File: src/rtl/out_display.sv
// Output register stage: latches the bus byte, converts it to decimal by sequential
// double-dabble and scans the result onto a 4-digit common-anode 7-segment display.
module out_display #(
   parameter int SCAN_DIV = 1024
) (
   input  logic       clk,
   input  logic       clr_n,
   input  logic [7:0] bus_in,
   input  logic       oi_n,
   input  logic       signed_mode,
   output logic [7:0] out_value,
   output logic       busy,
   output logic [6:0] seg_n,
   output logic [3:0] an_n
);

   localparam int CNT_W = $clog2(SCAN_DIV);
   localparam logic [CNT_W-1:0] SCAN_LAST = CNT_W'(SCAN_DIV - 1);
   localparam logic [6:0] SEG_BLANK = 7'b1111111;
   localparam logic [6:0] SEG_DASH  = 7'b0111111;
   localparam logic [6:0] SEG_ZERO  = 7'b1000000;

   typedef enum logic [1:0] {
      S_IDLE,
      S_CONV,
      S_COMMIT
   } state_t;

   function automatic logic [6:0] seg_code(input logic [3:0] d);
      logic [6:0] c;
      case (d)
         4'd0:    c = 7'b1000000;
         4'd1:    c = 7'b1111001;
         4'd2:    c = 7'b0100100;
         4'd3:    c = 7'b0110000;
         4'd4:    c = 7'b0011001;
         4'd5:    c = 7'b0010010;
         4'd6:    c = 7'b0000010;
         4'd7:    c = 7'b1111000;
         4'd8:    c = 7'b0000000;
         4'd9:    c = 7'b0010000;
         default: c = SEG_BLANK;
      endcase
      return c;
   endfunction

   // Two's-complement magnitude; a 9-bit signed view keeps -128 representable as 128.
   function automatic logic [7:0] magnitude(input logic neg, input logic [7:0] b);
      logic signed [8:0] sv;
      logic signed [8:0] av;
      sv = neg ? $signed({b[7], b}) : $signed({1'b0, b});
      av = (sv < 0) ? -sv : sv;
      return av[7:0];
   endfunction

   function automatic logic [11:0] bcd_add3(input logic [11:0] b);
      logic [11:0] r;
      r = b;
      for (int i = 0; i < 3; i++) begin
         if (r[i*4 +: 4] >= 4'd5) r[i*4 +: 4] = r[i*4 +: 4] + 4'd3;
      end
      return r;
   endfunction

   function automatic logic [3:0][6:0] compose(input logic neg, input logic [11:0] b);
      logic [3:0][6:0] d;
      d[3] = neg ? SEG_DASH : SEG_BLANK;
      d[2] = (b[11:8] != 4'd0) ? seg_code(b[11:8]) : SEG_BLANK;
      d[1] = (b[11:4] != 8'd0) ? seg_code(b[7:4]) : SEG_BLANK;
      d[0] = seg_code(b[3:0]);
      return d;
   endfunction

   state_t           state_q;
   logic             busy_q;
   logic [7:0]       out_value_q;
   logic             sgn_q;
   logic [7:0]       mag_q;
   logic [11:0]      bcd_q;
   logic [2:0]       bit_q;
   logic [3:0][6:0]  disp_q;
   logic [3:0][6:0]  disp_d;
   logic [CNT_W-1:0] scan_q;
   logic [CNT_W-1:0] scan_d;
   logic [1:0]       idx_q;
   logic [1:0]       idx_d;
   logic [3:0]       an_n_q;
   logic [3:0]       an_n_d;
   logic [6:0]       seg_n_q;
   logic [6:0]       seg_n_d;

   // A load on the commit edge wins, so the aborted result never reaches the display.
   always_comb begin
      disp_d = disp_q;
      if (oi_n && state_q == S_COMMIT) disp_d = compose(sgn_q, bcd_q);
   end

   always_ff @(posedge clk or negedge clr_n) begin
      if (!clr_n) begin
         state_q     <= S_IDLE;
         busy_q      <= 1'b0;
         out_value_q <= 8'd0;
         sgn_q       <= 1'b0;
         mag_q       <= 8'd0;
         bcd_q       <= 12'd0;
         bit_q       <= 3'd0;
         disp_q      <= {SEG_BLANK, SEG_BLANK, SEG_BLANK, SEG_ZERO};
      end else begin
         disp_q <= disp_d;
         if (!oi_n) begin
            out_value_q <= bus_in;
            sgn_q       <= signed_mode & bus_in[7];
            mag_q       <= magnitude(signed_mode & bus_in[7], bus_in);
            bcd_q       <= 12'd0;
            bit_q       <= 3'd0;
            busy_q      <= 1'b1;
            state_q     <= S_CONV;
         end else begin
            case (state_q)
               S_CONV: begin
                  {bcd_q, mag_q} <= {bcd_add3(bcd_q), mag_q} << 1;
                  bit_q          <= bit_q + 3'd1;
                  if (bit_q == 3'd7) state_q <= S_COMMIT;
               end
               S_COMMIT: begin
                  busy_q  <= 1'b0;
                  state_q <= S_IDLE;
               end
               default: begin
                  busy_q  <= 1'b0;
                  state_q <= S_IDLE;
               end
            endcase
         end
      end
   end

   // Scan outputs come from the next-state digit so anode and segments always move together.
   always_comb begin
      scan_d  = (scan_q == SCAN_LAST) ? '0 : scan_q + 1'b1;
      idx_d   = (scan_q == SCAN_LAST) ? idx_q + 2'd1 : idx_q;
      an_n_d  = ~(4'b0001 << idx_d);
      seg_n_d = disp_d[idx_d];
   end

   always_ff @(posedge clk or negedge clr_n) begin
      if (!clr_n) begin
         scan_q  <= '0;
         idx_q   <= 2'd0;
         an_n_q  <= 4'b1110;
         seg_n_q <= SEG_ZERO;
      end else begin
         scan_q  <= scan_d;
         idx_q   <= idx_d;
         an_n_q  <= an_n_d;
         seg_n_q <= seg_n_d;
      end
   end

   assign out_value = out_value_q;
   assign busy      = busy_q;
   assign seg_n     = seg_n_q;
   assign an_n      = an_n_q;

endmodule

File: config.mk
export PLATFORM = sky130hd
export DESIGN_NAME = out_display
export DESIGN_NICKNAME = d
export VERILOG_FILES = /design/src/rtl/out_display.sv
export SDC_FILE = /design/constraint.sdc
export NUM_CORES = 1
export LEC_CHECK = 0
export ABC_CLOCK_PERIOD_IN_PS = 5200
export CAP_MARGIN = 5
export CELL_PAD_IN_SITES_DETAIL_PLACEMENT = 2
export CELL_PAD_IN_SITES_GLOBAL_PLACEMENT = 2
export CORE_UTILIZATION = 41
export DETAILED_ROUTE_END_ITERATION = 8
export GPL_TIMING_DRIVEN = 0
export PLACE_DENSITY_LB_ADDON = 0.1
export RECOVER_POWER = 100
export SLEW_MARGIN = 20
export SYNTH_ARGS = -nofsm -noshare
export SYNTH_HDL_FRONTEND = slang
export SYNTH_SLANG_ARGS = --single-unit
File: constraint.sdc
create_clock -name clk -period 5.2 [get_ports clk]
set_input_delay 1.3 -clock clk [delete_from_list [all_inputs] [get_ports clk]]
set_output_delay 1.3 -clock clk [all_outputs]
set_load 0.02 [all_outputs]
# == After elaboration in Yosys (flattened, before gate mapping) ==
# Memory sizes are Yosys's and may differ from the RTL's.
# Index checks and enable logic that the tools add are counted.
# classes
add_sub_neg,7
order_cmp,5
n_eq_ne,7
shifts,1
mux,24
bitwise,2
n_reduce_logical,3
# ops
cell,n
$mux W28,1
$mux W7,4
$mux W12,2
$mux W8,3
$bmux W7 S2,1
$ge A4 B3 Y1 const B,3
$add A10 B1 Y10 const B,1
$eq A10 B10 Y1 const B,1
$mux W10,1
$lt A9 B1 Y1 const B,1
$mux W3,3
$mux W9,1
$add A4 B2 Y4 const B,2
$mux W2,4
$mux W4,2
$neg A8 Y8,1
$reduce_bool A8 Y1,1
$not A4 Y4,1
$reduce_bool A4 Y1,1
$shl A1 B2 Y4 const A,1
$add A3 B1 Y3 const B,1
$add A3 B2 Y3 const B,1
$eq A3 B3 Y1 const B,1
$lt A2 B3 Y1 const B,1
9 further kinds,10
# totals
ff_bits,86
romBits,336
in_bits,12
out_inout_bits,20
wordCells,67
memories,3
# memory_table
memory,words,word_bits,rd,rd_ports_with_merged_regs,write_ports,line,source
(no name shown),16,7,1,0,0,31,case (d)
(no name shown),16,7,1,0,0,31,
(no name shown),16,7,1,0,0,31,

# == Longest topological paths before layout ==
# Gate-level depths: netlist (run 1).
# depth
ltp_word,5
depth_mapped,8
ltp_nobuf,7

# == Worst setup path before layout (run 1) ==
# OpenSTA, ideal clock, no wires.
# synth_path
path_kind,input port to flip-flop
start,in oi_n
end,"reg seg_n_q[2], in the netlist seg_n[2]"
setup_ns,0.138
t_arrival_ns,2.615
required_ns,5.062
setup_slack_ns,2.447
path_stages,6
path_buffers,2
path_cell_list,buf_2 nand3b_2 clkbuf_1 a2bb2oi_1 mux2i_1 mux4_2
# synth_between
elab_chain_cells,4
# synth_rtl
item,line,source
start: declaration,9,"input logic oi_n,"
$logic_and A1 B1 Y1,95,"if (oi_n && state_q == S_COMMIT) disp_d = compose(sgn_q, bcd_q);"
$mux W28,95,
$bmux W7 S2,143,seg_n_d = disp_d[idx_d];
$mux W7 (implied by the code),143,
via seg_n_d[2],90,logic [6:0] seg_n_d;
end signal: assignment,156,seg_n_q <= seg_n_d;
end: declaration,89,logic [6:0] seg_n_q;
# The timed path passes the listed nets, and every way through them passes these cells. The select of a mux whose other input is x is not followed.
# A chain may end at the register's enable or synchronous reset.

==> impl_metrics.env, run 1 <==
export IMPL_drtIter0Drc=105
export IMPL_critPathRequiredTime_ns=5.47
export IMPL_cts_resized=0
export IMPL_synth_top_area_share=0.325
export IMPL_synth_cell_types=57
export IMPL_yosysSeqAreaShare=0.473
export IMPL_start_util=0.424
export IMPL_grt_pass1_wl_mm=22.5
export IMPL_placed_area_um2=5120
export IMPL_cp_arrival_ns=4.37
export IMPL_cts_buffers=9
export IMPL_critPathKind="in -> reg"
export IMPL_fillers=1177
export IMPL_io_pins=32
export IMPL_yosysWarnings=0
export IMPL_grt_overflow_total=0
export IMPL_die_h_um=108
export IMPL_rows=38
export IMPL_wl_mm=14.1
export IMPL_wire_per_inst_um=21.1
export IMPL_violations="max-capacitance violations, max-slew violations"
export IMPL_dr_pass1_iters=4
export IMPL_fin_cells=668
export IMPL_ys_flop_type="dfrtp_1"
export IMPL_hold_class="reg -> reg"
export IMPL_syn_inst=480
export IMPL_period_needed_ns=4.10
export IMPL_slew_violations=40
export IMPL_post_route_period_util=0.788
export IMPL_setup_viol=0
export IMPL_clockRootBuffer="clkbuf_8"
export IMPL_drcViolationCount=0
export IMPL_hold_buffers=0
export IMPL_place_inst=652
export IMPL_cap_viol_max_count=1
export IMPL_vias_per_cell=5.64
export IMPL_async_flop_share=1.00
export IMPL_grt_pass1_vias=4201
export IMPL_cts_max_level=3
export IMPL_die_w_um=108
export IMPL_powerDensity_nw_per_um2=265
export IMPL_cts_setup_buffers=0
export IMPL_leakagePower_uw=0.00233
export IMPL_ir_drop_mv=0.154
export IMPL_antenna_cells=0
export IMPL_gp_congestion=0.784
export IMPL_antenna_found_initial=0
export IMPL_crit_fanout=10
export IMPL_fin_area_um2=5330
export IMPL_cts_clk_slew_worst_paths_ns=0.09
export IMPL_dp_hpwl_mm=10.1
export IMPL_max_freq_ghz=0.244
export IMPL_vias=3765
export IMPL_core_um2=10900
export IMPL_slowest_delay_ns=0.58
export IMPL_hold_violations=0
export IMPL_die_area_um2=11700
export IMPL_drive_gt1_frac=0.114
export IMPL_grtUsageTotal=0.260
export IMPL_cp_slowest_cell="dlygate4sd3_1"
export IMPL_regToRegSetupSlack_ns=1.93
export IMPL_synth_seq_cells=86
export IMPL_ys_top_cells_by_area="dfrtp_1 33%, dfstp_2 15%, ha_1 5.2%"
export IMPL_synth_edf_count=0
export IMPL_fin_total_pwr_uw=1410
export IMPL_portBuffers=31
export IMPL_path_cells="dlygate4sd3_1 -> clkbuf_1 -> nand3b_1 -> clkbuf_1 -> a211oi_1 -> nor2_1 -> a221oi_1 -> nand3_1"
export IMPL_grt_max_degree=48
export IMPL_tightest_slew_ns=2.33
export IMPL_syn_area_per_cell_um2=9.61
export IMPL_drt_antenna_violating_nets=0
export IMPL_slew_headroom=-0.556
export IMPL_clk_latency_ns=0.39
export IMPL_cts_tree="done"
export IMPL_area_growth_pct=15.4
export IMPL_worstSetupStartpointType="input port"
export IMPL_netlist_area_um2=4610
export IMPL_crit_path_end_kind="flop"
export IMPL_cts_sinks=86
export IMPL_synth_area_leader_cell="dfrtp_1"
export IMPL_rsz0062_at_grt="false"
export IMPL_clock_skew_final_ns=0.0118
export IMPL_layout_nets=554
export IMPL_fin_hold_ws_ns=0.483
export IMPL_outcome="complete, but fails checks"
export IMPL_cp_common_cell="clkbuf_1"
export IMPL_syn_nets=511
export IMPL_clockBufferDepth=2
critical path: cells and delay by family:
family / cells / cell delay, ns
buffers and inverters: 3 / 1.45
AO/OA/AOI/OAI: 2 / 0.87
AND/OR/NAND/NOR: 3 / 0.74
sequential cells by signal, indices dropped and copies added (netlist names):
signal / count
bit_q: 3
seg_n: 7
busy: 1
an_n: 4
disp_q: 28
out_value: 8
scan_q: 10
idx_q: 2
state_q: 2
sgn_q: 1
mag_q: 8
bcd_q: 12
cell type report:
cell class / count / area (um2) / area share
timing repair buffer: 32 / 332 / 0.0623
tap: 140 / 175 / 0.0329
sequential: 86 / 2180 / 0.410
buffer: 28 / 106 / 0.0200
clock inverter: 3 / 45.0 / 0.00846
multi-input combinational: 345 / 2210 / 0.416
inverter: 21 / 78.8 / 0.0148
clock buffer: 13 / 191 / 0.0359
cell usage in the layout (no fill, tap or decap), drive strengths merged, types with 3 or more instances in the layout:
cell	netlist	routed
a211oi	6	6
a21boi	6	6
a21o	5	5
a21oi	32	32
a221oi	4	4
a2bb2oi	4	4
a31oi	12	12
and2	7	7
and3	3	3
clkbuf	20	41
clkdlybuf4s50	0	9
dfrtp	60	60
dfstp	26	26
dlygate4sd3	0	21
ha	19	19
inv	21	23
mux2	7	7
mux2i	9	9
nand2	56	56
nand2b	16	16
nand3	10	10
nand3b	5	5
nand4	3	3
nor2	44	44
nor2b	5	5
nor3	6	6
o211ai	4	4
o21a	4	4
o21ai	20	20
o221ai	3	3
o31ai	4	4
or2	4	4
or3	6	6
xnor2	9	9
xor2	10	10
synthesized netlist by cell type (7+ instances only):
master	instances
o21ai_0	20
dfstp_2	26
mux2i_1	9
dfrtp_1	60
a21oi_1	31
nand2_1	56
clkbuf_1	20
ha_1	19
nand2b_1	16
nand3_1	10
buf_2	7
xor2_1	10
and2_1	7
nor2_1	43
inv_1	21
xnor2_1	9
a31oi_1	12
mux2_2	7
logic make-up (layout without fill, tap and decap cells):
kind of cell / Yosys count / in the layout / synth area share
adder cells (fa/ha/maj): 19 / 19 / 0.0515
XOR/XNOR: 19 / 19 / 0.0361
flip-flops: 86 / 86 / 0.473
buffers and inverters: 49 / 97 / 0.0434
AND/OR/NAND/NOR: 173 / 173 / 0.185
AO/OA/AOI/OAI: 116 / 116 / 0.164
multiplexers: 18 / 18 / 0.0464
per-stage QoR:
| step | utilization | setup WS (ns) | setup TNS [ns] |
|---|---|---|---|
| after floorplan | - | 2.45 | 0 |
| after global placement | 0.468 | -0.342 | -20.14 |
| after detailed placement | 0.471 | 1.13 | 0 |
| after CTS | 0.492 | 1.55 | 0 |
| after global routing | 0.489 | 0.952 | 0 |
| final | 0.489 | 1.10 | 0 |
where the power goes:
group / switching [uW] / internal [uW]
sequential: 15.5 / 689
clock: 268 / 296
combinational: 86.7 / 55.9
total: 371 / 1040
final timing paths:
kind                               from      endpoint  depth (start not counted)
max in group asynchronous         clr_n      bit_q[2]                          1
max                                oi_n      seg_n[4]                          8
min                        out_value[0]  out_value[0]                          2
min reg2reg                out_value[0]  out_value[0]                          2
min in group asynchronous         clr_n      seg_n[4]                          1
max reg2reg                   scan_q[0]      seg_n[0]                          8
routing by layer:
| layer | share of wire | track usage |
|---|---|---|
| met4 | 0.013 | 0.0783 |
| met2 | 0.51 | 0.455 |
| met3 | 0.016 | 0.0356 |
| met1 | 0.46 | 0.331 |
| met5 | 0 | 0 |
Power figures use the tool's default switching activity.
==> inputs of run 2 (changes only) <==
ABC_CLOCK_PERIOD_IN_PS = 3400   (was 5200)
CORE_UTILIZATION = 34   (was 41)
clock period = 3.4 ns   (was 5.2 ns; I/O delays follow)
==> impl_metrics.env, run 2 (same netlist as run 1, synthesis figures left out) <==
export IMPL_critPathKind="in -> reg"
export IMPL_outcome="complete, but fails checks"
export IMPL_layout_common_cells="60 x dfrtp_1, 56 x nand2_1, 44 x nor2_1"
export IMPL_die_area_um2=14000
export IMPL_portBuffers=31
export IMPL_core_um2=13200
export IMPL_grtUsageTotal=0.210
export IMPL_tns_ns=0
export IMPL_antenna_found_initial=0
export IMPL_clk_latency_ns=0.34
export IMPL_grt_pass1_vias=4200
export IMPL_area_growth_pct=16.6
export IMPL_cts_resized=0
export IMPL_fin_total_pwr_uw=2200
export IMPL_slew_violations=40
export IMPL_wire_per_inst_um=19.1
export IMPL_grt_pass1_wl_mm=22.8
export IMPL_drt_antenna_violating_nets=0
export IMPL_top_regs="disp_q (28), bcd_q (12), scan_q (10)"
export IMPL_routed_wl_met3_um=387
export IMPL_r2r_start="scan_q[0]"
export IMPL_dr_pass1_iters=4
export IMPL_fin_cells=704
export IMPL_highest_layer="met4"
export IMPL_rsz0062_at_grt="false"
export IMPL_slew_headroom=-0.405
export IMPL_max_freq_ghz=0.311
export IMPL_post_route_util=0.406
export IMPL_ir_drop_mv=0.249
export IMPL_intPower_uw=1630
export IMPL_cap_viol_max_count=1
export IMPL_grt_max_degree=49
export IMPL_hold_class="reg -> reg"
export IMPL_switchingPower_uw=574
export IMPL_drtIter0Drc=147
export IMPL_min_from="scan_q[9]"
export IMPL_powerDensity_nw_per_um2=410
export IMPL_cts_tree="done"
export IMPL_cp_common_cell="clkbuf_1"
export IMPL_post_route_period_util=0.945
export IMPL_pwr_share_comb=0.095
export IMPL_hold_violations=0
export IMPL_crit_fanout=10
export IMPL_dp_hpwl_mm=9.86
export IMPL_swShare=0.260
export IMPL_cp_slowest_cell="clkbuf_1"
export IMPL_hold_path_cell_count=1
export IMPL_layout_nets=554
export IMPL_rows=42
export IMPL_hold_buffers=0
export IMPL_cts_setup_buffers=0
export IMPL_wl_met1_mm=6.27
export IMPL_antenna_cells=0
export IMPL_final_common_cell="dfrtp_1"
export IMPL_period_needed_ns=3.21
export IMPL_cp_arrival_ns=3.46
export IMPL_power_share_sequential=0.489
export IMPL_rr_worst_depth=8
export IMPL_die_h_um=119
export IMPL_placed_area_um2=5170
export IMPL_regToRegSetupSlack_ns=0.39
export IMPL_r2r_end="seg_n[0]"
export IMPL_cts_sinks=86
export IMPL_drive_gt1_frac=0.116
export IMPL_worstSetupStartpointType="input port"
export IMPL_violations="max-capacitance violations, max-slew violations"
export IMPL_clock_skew_final_ns=0.00663
export IMPL_wl_mm=13.5
export IMPL_largest_reg_flops=28
export IMPL_grt_overflow_total=0
export IMPL_cts_max_level=3
export IMPL_fin_area_um2=5380
export IMPL_vias_per_cell=5.30
export IMPL_p_clk_frac=0.416
export IMPL_leakagePower_uw=0.00234
export IMPL_clockRootBuffer="clkbuf_16"
export IMPL_drcViolationCount=0
export IMPL_setup_viol=0
export IMPL_route_met2_wl_mm=6.60
export IMPL_die_w_um=119
export IMPL_clockBufferDepth=2
export IMPL_regMostFlops="disp_q"
export IMPL_cts_buffers=9
export IMPL_path_cells="clkdlybuf4s50_1 -> and3b_1 -> clkbuf_1 -> clkbuf_1 -> nor2_1 -> a31oi_1 -> o221ai_1 -> a22oi_1"
export IMPL_cts_clk_slew_worst_paths_ns=0.06
export IMPL_gp_congestion=0.775
export IMPL_tightest_slew_ns=2.11
export IMPL_vias=3731
export IMPL_io_pins=32
export IMPL_start_util=0.348
export IMPL_crit_path_end_kind="flop"
export IMPL_min_to="scan_q[9]"
export IMPL_critPathRequiredTime_ns=3.65
export IMPL_slowest_delay_ns=0.51
export IMPL_place_inst=688
==> run 2: power by group through the flow <==
stage	Combinational, uW	Sequential (uW)	Clock, uW
final	209	1080	918
after global routing	236	1080	984
after CTS	222	1080	950
after detailed placement	219	1100	0
after global placement	209	1090	0
after floorplan	107	1100	0
==> run 2: metrics by stage <==
| stage | hold WS [ns] | setup WS, ns |
|---|---|---|
| floorplan | 0.425 | 1.10 |
| global placement | 0.464 | -1.78 |
| detailed placement | 0.474 | -0.139 |
| CTS | 0.486 | 0.224 |
| global route | 0.512 | 0.0335 |
| finish | 0.482 | 0.189 |
==> run 2: worst max-delay path, delay by kind of cell <==
kind	cells	cell delay, ns
simple gates	2	0.29
compound gates	3	0.86
buf+inv	3	1.46
==> run 2: how the worst max path moves through the flow <==
stage / startpoint / end / slack, ns
after floorplan: oi_n / seg_n[2] / 1.10
after global placement: clr_n / mag_q[1] / -1.78
after CTS: oi_n / seg_n[4] / 0.22
after global routing: oi_n / seg_n[1] / 0.03
after detailed placement: oi_n / seg_n[4] / -0.14
final: oi_n / seg_n[1] / 0.19
==> run 2: final cells by class <==
| class | count | area, um2 |
|---|---|---|
| inverters | 21 | 78.8 |
| well taps | 176 | 220 |
| multi-input cells | 345 | 2210 |
| plain buffers | 28 | 108 |
| repair buffers | 32 | 312 |
| clock buffers | 10 | 229 |
| clock inverters | 6 | 37.5 |
| flip-flops and latches | 86 | 2180 |
| fillers | 1479 | 7860 |
==> run 2: routing by layer <==
metal,vias to the layer above,track usage
met1,1926,0.278
met5,-,0
met4,0,0.0649
met2,41,0.345
met3,11,0.0405
li1,1753,-
